`config.mk`:
```
export PLATFORM = sky130hd
export DESIGN_NAME = fsm_arbiter_rr_flat
export DESIGN_NICKNAME = d
export VERILOG_FILES = /design/src/rtl/fsm_arbiter_rr_if.sv /design/src/rtl/fsm_arbiter_rr.sv /design/src/flat_wrapper.sv
export SDC_FILE = /design/constraint.sdc
export NUM_CORES = 1
export LEC_CHECK = 0
export ABC_AREA = 1
export BUFFER_PORTS_ARGS = -buffer_cell sky130_fd_sc_hd__buf_2
export CORE_MARGIN = 2
export CORE_UTILIZATION = 48
export CTS_BUF_LIST = sky130_fd_sc_hd__clkbuf_2 sky130_fd_sc_hd__clkbuf_4 sky130_fd_sc_hd__clkbuf_8
export CTS_CLUSTER_SIZE = 10
export DETAILED_ROUTE_END_ITERATION = 6
export GPL_ROUTABILITY_DRIVEN = 0
export PLACE_DENSITY = 0.85
export SETUP_SLACK_MARGIN = 0.5
export SLEW_MARGIN = 20
export SYNTH_ARGS = -nofsm -noshare
export SYNTH_HDL_FRONTEND = slang
export SYNTH_SLANG_ARGS = --single-unit
```
`constraint.sdc`:
```
create_clock -name clock -period 1.8 [get_ports clock]
set_input_delay 0.45 -clock clock [delete_from_list [all_inputs] [get_ports clock]]
set_output_delay 0.45 -clock clock [all_outputs]
set_load 0.1 [all_outputs]
```
`src/rtl/fsm_arbiter_rr_if.sv`:
```
// fsm_arbiter_rr_if: request/grant bundle between the requesting masters and the arbiter
interface fsm_arbiter_rr_if #(
  parameter int N = 4,
  parameter int IDW = $clog2(N)
);
  logic [N-1:0] req;
  logic rr_en;
  logic [N-1:0] gnt;
  logic [IDW-1:0] gnt_id;
  logic busy;
  logic timeout;
  modport master (output req, rr_en, input gnt, gnt_id, busy, timeout);
  modport slave (input req, rr_en, output gnt, gnt_id, busy, timeout);
endinterface

```
`src/rtl/fsm_arbiter_rr.sv`:
```
// fsm_arbiter_rr: N-way fixed/round-robin grant-and-hold arbiter with optional hold-time preemption
module fsm_arbiter_rr #(
  parameter int N = 4,
  parameter int MAX_HOLD = 0,
  parameter int IDW = $clog2(N)
) (
  input logic clock,
  input logic reset,
  fsm_arbiter_rr_if.slave bus
);
  localparam int HW = (MAX_HOLD == 0) ? 1 : $clog2(MAX_HOLD + 1);
  localparam logic [0:0] IDLE = 1'b0;
  localparam logic [0:0] GRANT = 1'b1;
  logic [0:0] state;
  logic [IDW-1:0] rr_ptr;
  logic [HW-1:0] hold_cnt;
  logic [N-1:0] skip;
  logic [N-1:0] elig;
  logic [IDW-1:0] win;
  logic [IDW-1:0] c;
  assign elig = bus.req & ~skip;
  // first eligible channel searching upward from 0 (fixed) or rr_ptr (round-robin), wrapping mod N
  always_comb begin
    win = '0;
    c = '0;
    for (int i = N - 1; i >= 0; i--) begin
      c = IDW'(((bus.rr_en ? int'(rr_ptr) : 0) + i) % N);
      if (elig[c]) win = c;
    end
  end
  // two-state FSM: arbitrate in IDLE, hold until release or preemption in GRANT
  always_ff @(posedge clock) begin
    if (reset) begin
      state <= IDLE;
      bus.gnt <= '0;
      bus.gnt_id <= '0;
      bus.busy <= 1'b0;
      bus.timeout <= 1'b0;
      rr_ptr <= '0;
      hold_cnt <= '0;
      skip <= '0;
    end else begin
      bus.timeout <= 1'b0;
      if (state == IDLE) begin
        skip <= '0;
        if (|elig) begin
          state <= GRANT;
          bus.gnt <= N'(1) << win;
          bus.gnt_id <= win;
          bus.busy <= 1'b1;
          hold_cnt <= HW'(1);
          if (bus.rr_en) rr_ptr <= (win == IDW'(N - 1)) ? '0 : win + 1'b1;
        end
      end else if (!bus.req[bus.gnt_id] || (MAX_HOLD != 0 && hold_cnt == HW'(MAX_HOLD))) begin
        state <= IDLE;
        bus.gnt <= '0;
        bus.gnt_id <= '0;
        bus.busy <= 1'b0;
        hold_cnt <= '0;
        bus.timeout <= bus.req[bus.gnt_id];
        skip <= bus.req[bus.gnt_id] ? N'(1) << bus.gnt_id : '0;
      end else if (~&hold_cnt) begin
        hold_cnt <= hold_cnt + 1'b1;
      end
    end
  end
endmodule

```
`src/flat_wrapper.sv`:
```
// flat-port wrapper written by rule: the top's interface ports become plain ports
module fsm_arbiter_rr_flat 
#(
  parameter int N = 4,
  parameter int MAX_HOLD = 0,
  parameter int IDW = $clog2(N)
)
  (clock, reset, bus_req, bus_rr_en, bus_gnt, bus_gnt_id, bus_busy, bus_timeout);
  fsm_arbiter_rr_if #(.N(N), .IDW(IDW)) bus_i ();
  input logic clock;
  input logic reset;
  input wire logic [$bits(bus_i.req)-1:0] bus_req;
  input wire logic [$bits(bus_i.rr_en)-1:0] bus_rr_en;
  output wire logic [$bits(bus_i.gnt)-1:0] bus_gnt;
  output wire logic [$bits(bus_i.gnt_id)-1:0] bus_gnt_id;
  output wire logic [$bits(bus_i.busy)-1:0] bus_busy;
  output wire logic [$bits(bus_i.timeout)-1:0] bus_timeout;
  assign bus_i.req = bus_req;
  assign bus_i.rr_en = bus_rr_en;
  assign bus_gnt = bus_i.gnt;
  assign bus_gnt_id = bus_i.gnt_id;
  assign bus_busy = bus_i.busy;
  assign bus_timeout = bus_i.timeout;
  fsm_arbiter_rr #(.N(N), .MAX_HOLD(MAX_HOLD), .IDW(IDW)) u_core (.clock(clock), .reset(reset), .bus(bus_i));
endmodule
```
* Yosys cells after proc, flatten, opt, wreduce, memory -nomap -nowiden
Cells that the tools add are included.
** Storage, ports and cells
- Register bits after elaboration :: 10
- Bits of input ports :: 7
- Output and inout bits :: 8
- Logic and storage cells :: 50
** Cells by class
- Add/subtract/negate cells :: 4
- Order comparisons :: 5
- Equality and inequality tests :: 2
- Shift operators :: 1
- Mux-type cells :: 28
- Bitwise logic cells :: 1
- Reduce and logical (&&, ||, !) cells :: 4
** Operator list (number)
- $mux 2 :: 9
- $lt 2x3->1 const B :: 5
- $mux 4 :: 3
- $mux 1 :: 11
- $bmux 1 s2 :: 5
- $add 2x1->2 const B :: 2
- $add 2x2->2 const B :: 2
- $reduce_or 4->1 :: 1
- $shl 1x2->4 const A :: 1
- $reduce_and 3->1 :: 1
- $eq 2x2->1 const B :: 1
- $ne 2x2->1 const B :: 1
- $reduce_and 2->1 :: 1
- $reduce_bool 2->1 :: 1
- $not 1->1 :: 1

* Depth between registers and ports, before layout
- Depth after elaboration :: 11
- Depth in mapped cells :: 13
- Depth with buffers taken out :: 13

* Worst setup path after synthesis
Ideal clock, no wire load.
- Path type :: input -> register
- Start point :: input bus_rr_en
- End point :: register u_core.rr_ptr[1]
- Library setup time :: 116 ps
- Data arrival time :: 1644 ps
- Data required time :: 1684 ps
- Setup slack :: 40 ps
- Stages on the path :: 13
- Path buffers :: 0
- Cell sequence :: nand2_1 nand2_1 nand2_1 inv_1 nand2_1 nand3_2 nand2_1 nand2_1 nand2_1 inv_1 ha_1 o21ai_0 nor2_1
** Between the ends
- Cells in the longest elaborated chain, start to end :: 10
- Elaborated cells on any way between the ends :: 20
- Those cells by class :: add/sub: 4; eq/ne: 1; mux: 14; reduce/logical: 1
** Ends and longest elaborated chain
- from (decl) :: RTL line flat_wrapper.sv:13 : input wire logic [$bits(bus_i.rr_en)-1:0] bus_rr_en;
- $mux 2 :: RTL line fsm_arbiter_rr.sv:27 : c = IDW'(((bus.rr_en ? int'(rr_ptr) : 0) + i) % N);
- $add 2x1->2 :: RTL line fsm_arbiter_rr.sv:27
- $bmux 1 s2 :: RTL line fsm_arbiter_rr.sv:28 : if (elig[c]) win = c;
- $mux 1 (implied by the code) :: RTL line fsm_arbiter_rr.sv:28
- $mux 2 (4 in a row) :: RTL line fsm_arbiter_rr.sv:28
- $add 2x1->2 / $eq 2x2->1 (equally long branches) :: RTL line fsm_arbiter_rr.sv:52 : if (bus.rr_en) rr_ptr <= (win == IDW'(N - 1)) ? '0 : win + 1'b1;
- $mux 2 :: RTL line fsm_arbiter_rr.sv:52
- to (signal assigned) :: RTL line fsm_arbiter_rr.sv:52
- to (decl) :: RTL line fsm_arbiter_rr.sv:15 : logic [IDW-1:0] rr_ptr;
Several ways; a longest one is shown, not always the timed one. The select of a mux whose other input is x is not followed.
A chain may end at the register's enable or synchronous reset.

* Final worst setup path
- Start point :: register u_core.rr_ptr[0]
- End point :: register u_core.bus.gnt[1]
** Between the ends
- Cells in the longest elaborated chain, start to end :: 11
- Elaborated cells on any way between the ends :: 19
- Those cells by class :: add/sub: 3; shift: 1; mux: 15
** Ends and longest elaborated chain
- $mux 2 (*) :: RTL line fsm_arbiter_rr.sv:27
- $add 2x1->2 :: RTL line fsm_arbiter_rr.sv:27
- $bmux 1 s2 :: RTL line fsm_arbiter_rr.sv:28
- $mux 1 (implied by the code) :: RTL line fsm_arbiter_rr.sv:28
- $mux 2 (3 in a row) :: RTL line fsm_arbiter_rr.sv:28
- $mux 2 (*) :: RTL line fsm_arbiter_rr.sv:28
- $shl 1x2->4 (*) :: RTL line fsm_arbiter_rr.sv:48 : bus.gnt <= N'(1) << win;
- $mux 4 (*) :: RTL line fsm_arbiter_rr.sv:46 : if (|elig) begin
- $mux 4 (*) :: RTL line fsm_arbiter_rr.sv:44 : if (state == IDLE) begin
- to (signal assigned) :: RTL line fsm_arbiter_rr.sv:48
- to (decl) :: RTL line fsm_arbiter_rr_if.sv:13 : modport slave (input req, rr_en, output gnt, gnt_id, busy, timeout);
Every way passes the cells marked *; elsewhere a longest branch is shown, timed or not. The select of a mux whose other input is x is not followed.

==> impl_metrics.sql <==
INSERT INTO impl_metrics (metric_group, metric, value, unit) VALUES
('outcome', 'status', 'finished, final reports clean', ''),
('power', 'intPower', '565', 'uW'),
('setup_path', 'timing.critical_path.required', '1960', 'ps'),
('final_layout', 'most_used_cells_in_the_layout_excluding_fill_and_tap_cells', 'sky130_fd_sc_hd__nand2_1, sky130_fd_sc_hd__nand2_4, sky130_fd_sc_hd__inv_1', ''),
('floorplanning', 'boundaryPins', '15', ''),
('yosys', 'yosysWarningCount', '0', ''),
('clock_tree', 'cts.path.max_buffers', '2', ''),
('power', 'pwr_total', '1.04', 'mW'),
('final_layout', 'nets', '138', ''),
('grt', 'grt_first_pass_wirelength', '3.14', 'mm'),
('final_layout', 'antennaDiodeCount', '0', ''),
('drt', 'dr_wl_met2', '1.32', 'mm'),
('final_layout', 'drive_above_1_share', '0.563', ''),
('yosys', 'synth.avg_cell_area', '6.32', 'um2'),
('sta', 'layout_min_cycle_time', '1740', 'ps'),
('setup_path', 'rrSetupSlack', '60', 'ps'),
('placed_design', 'portBuffers', '13', ''),
('setup_path', 'startpoint', 'u_core.rr_ptr[0]', ''),
('power', 'p_per_area', '903', 'nW/um2'),
('drt', 'detail_route.drc_violations', '0', ''),
('setup_path', 'worst-setup-path-type', 'reg2reg', ''),
('final_layout', 'multi_input_comb_area', '591', 'um2'),
('clock_tree', 'tritoncts.num_buffers', '3', ''),
('clock_tree', 'clkSinkCount', '10', ''),
('clock_tree', 'cts.htree.levels', '1', ''),
('setup_path', 'worst_ep_arrival_time', '1900', 'ps'),
('yosys', 'synth.net_count', '112', ''),
('placed_design', 'place_hpwl', '1.19', 'mm'),
('power', 'power_leakage', '0.535', 'nW'),
('job', 'timing.max_cap.violations', '0', ''),
('worst_hold_path', 'min_path_type', 'in2reg', ''),
('setup_path', 'worstPathCellList', 'nand2_8, o21ai_4, nand3_1, nand4_1, nand2_2, buf_4, ha_2, nand2_1, o21ai_1', ''),
('power', 'clkPwrFrac', '0.210', ''),
('yosys', 'ys_types', '16', ''),
('drt', 'route.top_layer_used', 'met4', ''),
('floorplanning', 'core', '1270', 'um2'),
('setup_path', 'setup.worst_path.end', 'u_core.bus.gnt[1]', ''),
('final_layout', 'design_area', '1150', 'um2'),
('final_layout', 'syn_to_final_growth', '80.6', '%'),
('grt', 'antenna_found_initial', '0', ''),
('setup_path', 'critPathLaunchType', 'flop', ''),
('yosys', 'synth_area', '638', 'um2'),
('drt', 'first_iter_violations', '30', ''),
('clock_tree', 'cts_hold_repair.buffers', '0', ''),
('floorplanning', 'starting_density_of_the_core', '0.503', ''),
('final_layout', 'most_common_library_cell_in_the_layout_ignoring_fill_and_taps', 'sky130_fd_sc_hd__nand2_1', ''),
('floorplanning', 'floorplan.die_area', '1640', 'um2'),
('sta', 'setup_viol', '0', ''),
('setup_path', 'critical_path.reg2reg.endpoint', 'u_core.bus.gnt[1]', ''),
('grt', 'grt_pass1_vias', '745', ''),
('floorplanning', 'horizontal_die_dimension', '40.5', 'um'),
('placed_design', 'preCtsSetupSlack', '-162', 'ps'),
('yosys', 'yosysSeqAreaShare', '0.314', ''),
('grt', 'overflow_left_after_global_routing', '0', ''),
('power', 'vdd.ir_drop.worst', '0.699', 'mV'),
('sta', 'fin_crit_sh', '0.968', ''),
('floorplanning', 'floorplan.die.height', '40.5', 'um'),
('drt', 'detail_route.wirelength.met1', '1.01', 'mm'),
('power', 'pwr-share-seq', '0.283', ''),
('power', 'combPwrFrac', '0.507', ''),
('sta', 'postLayoutSetupSlackWorst', '57.3', 'ps'),
('setup_path', 'cpMaxStageDelayCell', 'sky130_fd_sc_hd__dfxtp_4', ''),
('yosys', 'synth_cells', '101', ''),
('drt', 'detailedRoute.firstPassIterationCount', '4', ''),
('grt', 'grt_util_all_layers', '0.317', ''),
('clock_tree', 'cts.reportedPaths.clkPinSlew', '60', 'ps'),
('grt', 'grt_max_degree', '8', ''),
('placed_design', 'detailed_place.area', '832', 'um2'),
('sta', 'fmax', '0.574', 'GHz'),
('final_layout', 'seq_area', '216', 'um2'),
('drt', 'routed_wirelength', '2.66', 'mm');
==> flip-flops by register name (all words and copies together) (netlist names) <==
signal,flops
u_core.bus.gnt,4
u_core.rr_ptr,2
u_core.state,1
u_core.bus.gnt_id,2
u_core.bus.busy,1
==> synth_stat cells (all sizes together) <==
cell type,count,area (um2)
nand2,32,123
inv,14,52.6
nand3,14,75.1
o21ai,11,55.1
dfxtp,10,200
nor2,7,26.3
ha,4,50.1
nand4,4,25.0
a21oi,1,5.00
buf,1,7.51
conb,1,3.75
o211ai,1,7.51
o21a,1,7.51
==> power by group through the flow <==
stage | registers, mW | logic, mW | clock network, mW
2_1_floorplan | 0.404 | 0.155 | 0
3_3_place_gp | 0.279 | 0.351 | 0
3_5_place_dp | 0.281 | 0.359 | 0
4_1_cts | 0.284 | 0.418 | 0.214
5_1_grt | 0.295 | 0.557 | 0.227
6_report | 0.294 | 0.528 | 0.218
==> cell type report <==
class / instances / area share
multi-input combinational: 77 / 0.512
timing repair buffer: 21 / 0.204
sequential: 10 / 0.188
inverter: 14 / 0.0478
clock buffer: 4 / 0.0315
tap: 15 / 0.0163
==> stage by stage <==
| stage | utilization | std cells |
|---|---|---|
| finish | 0.908 | 141 |
| global route | 0.908 | 141 |
| CTS | 0.786 | 140 |
| detailed placement | 0.656 | 134 |
| global placement | 0.656 | 134 |
| floorplan | - | 101 |
==> kinds of logic after synthesis <==
family / share of synthesized area
AO/OA/AOI/OAI: 0.118
adder cells (fa/ha/maj): 0.0784
buffers and inverters: 0.0941
flip-flops: 0.314
other: 0.00588
AND/OR/NAND/NOR: 0.390
==> routing by layer <==
metal	vias to the layer above	GRT usage
met3	19	0.0833
li1	378	-
met1	404	0.323
met2	59	0.492
met5	-	0
met4	0	0.350
==> worst max-delay path: cells and delay by family, from the launching register on <==
family	cells	cell delay, ps
AOI/OAI and AO/OA	2	270
buffers and inverters	1	160
and+or+nand+nor	5	590
adders and majority gates	1	170
DFF	1	430
==> worst min path at each step <==
stage                           start           endpoint  slack, ps  cells past startpoint
floorplan                u_core.state       u_core.state        480                      2
global placement      u_core.bus.busy    u_core.bus.busy        450                      2
detailed placement  u_core.bus.gnt[3]  u_core.bus.gnt[3]        460                      2
CTS                             reset   u_core.rr_ptr[0]        420                      4
global route                    reset   u_core.rr_ptr[0]        430                      4
finish                          reset   u_core.rr_ptr[0]        410                      4
==> timing repair <==
action                     4_1_cts  5_1_grt
setup endpoints to repair       15       15
gates cloned                     1        0
pin swaps                       10       11
buffers inserted                 1        1
gates resized for setup         35       35
Note: power is estimated with default switching activity, not from simulation.
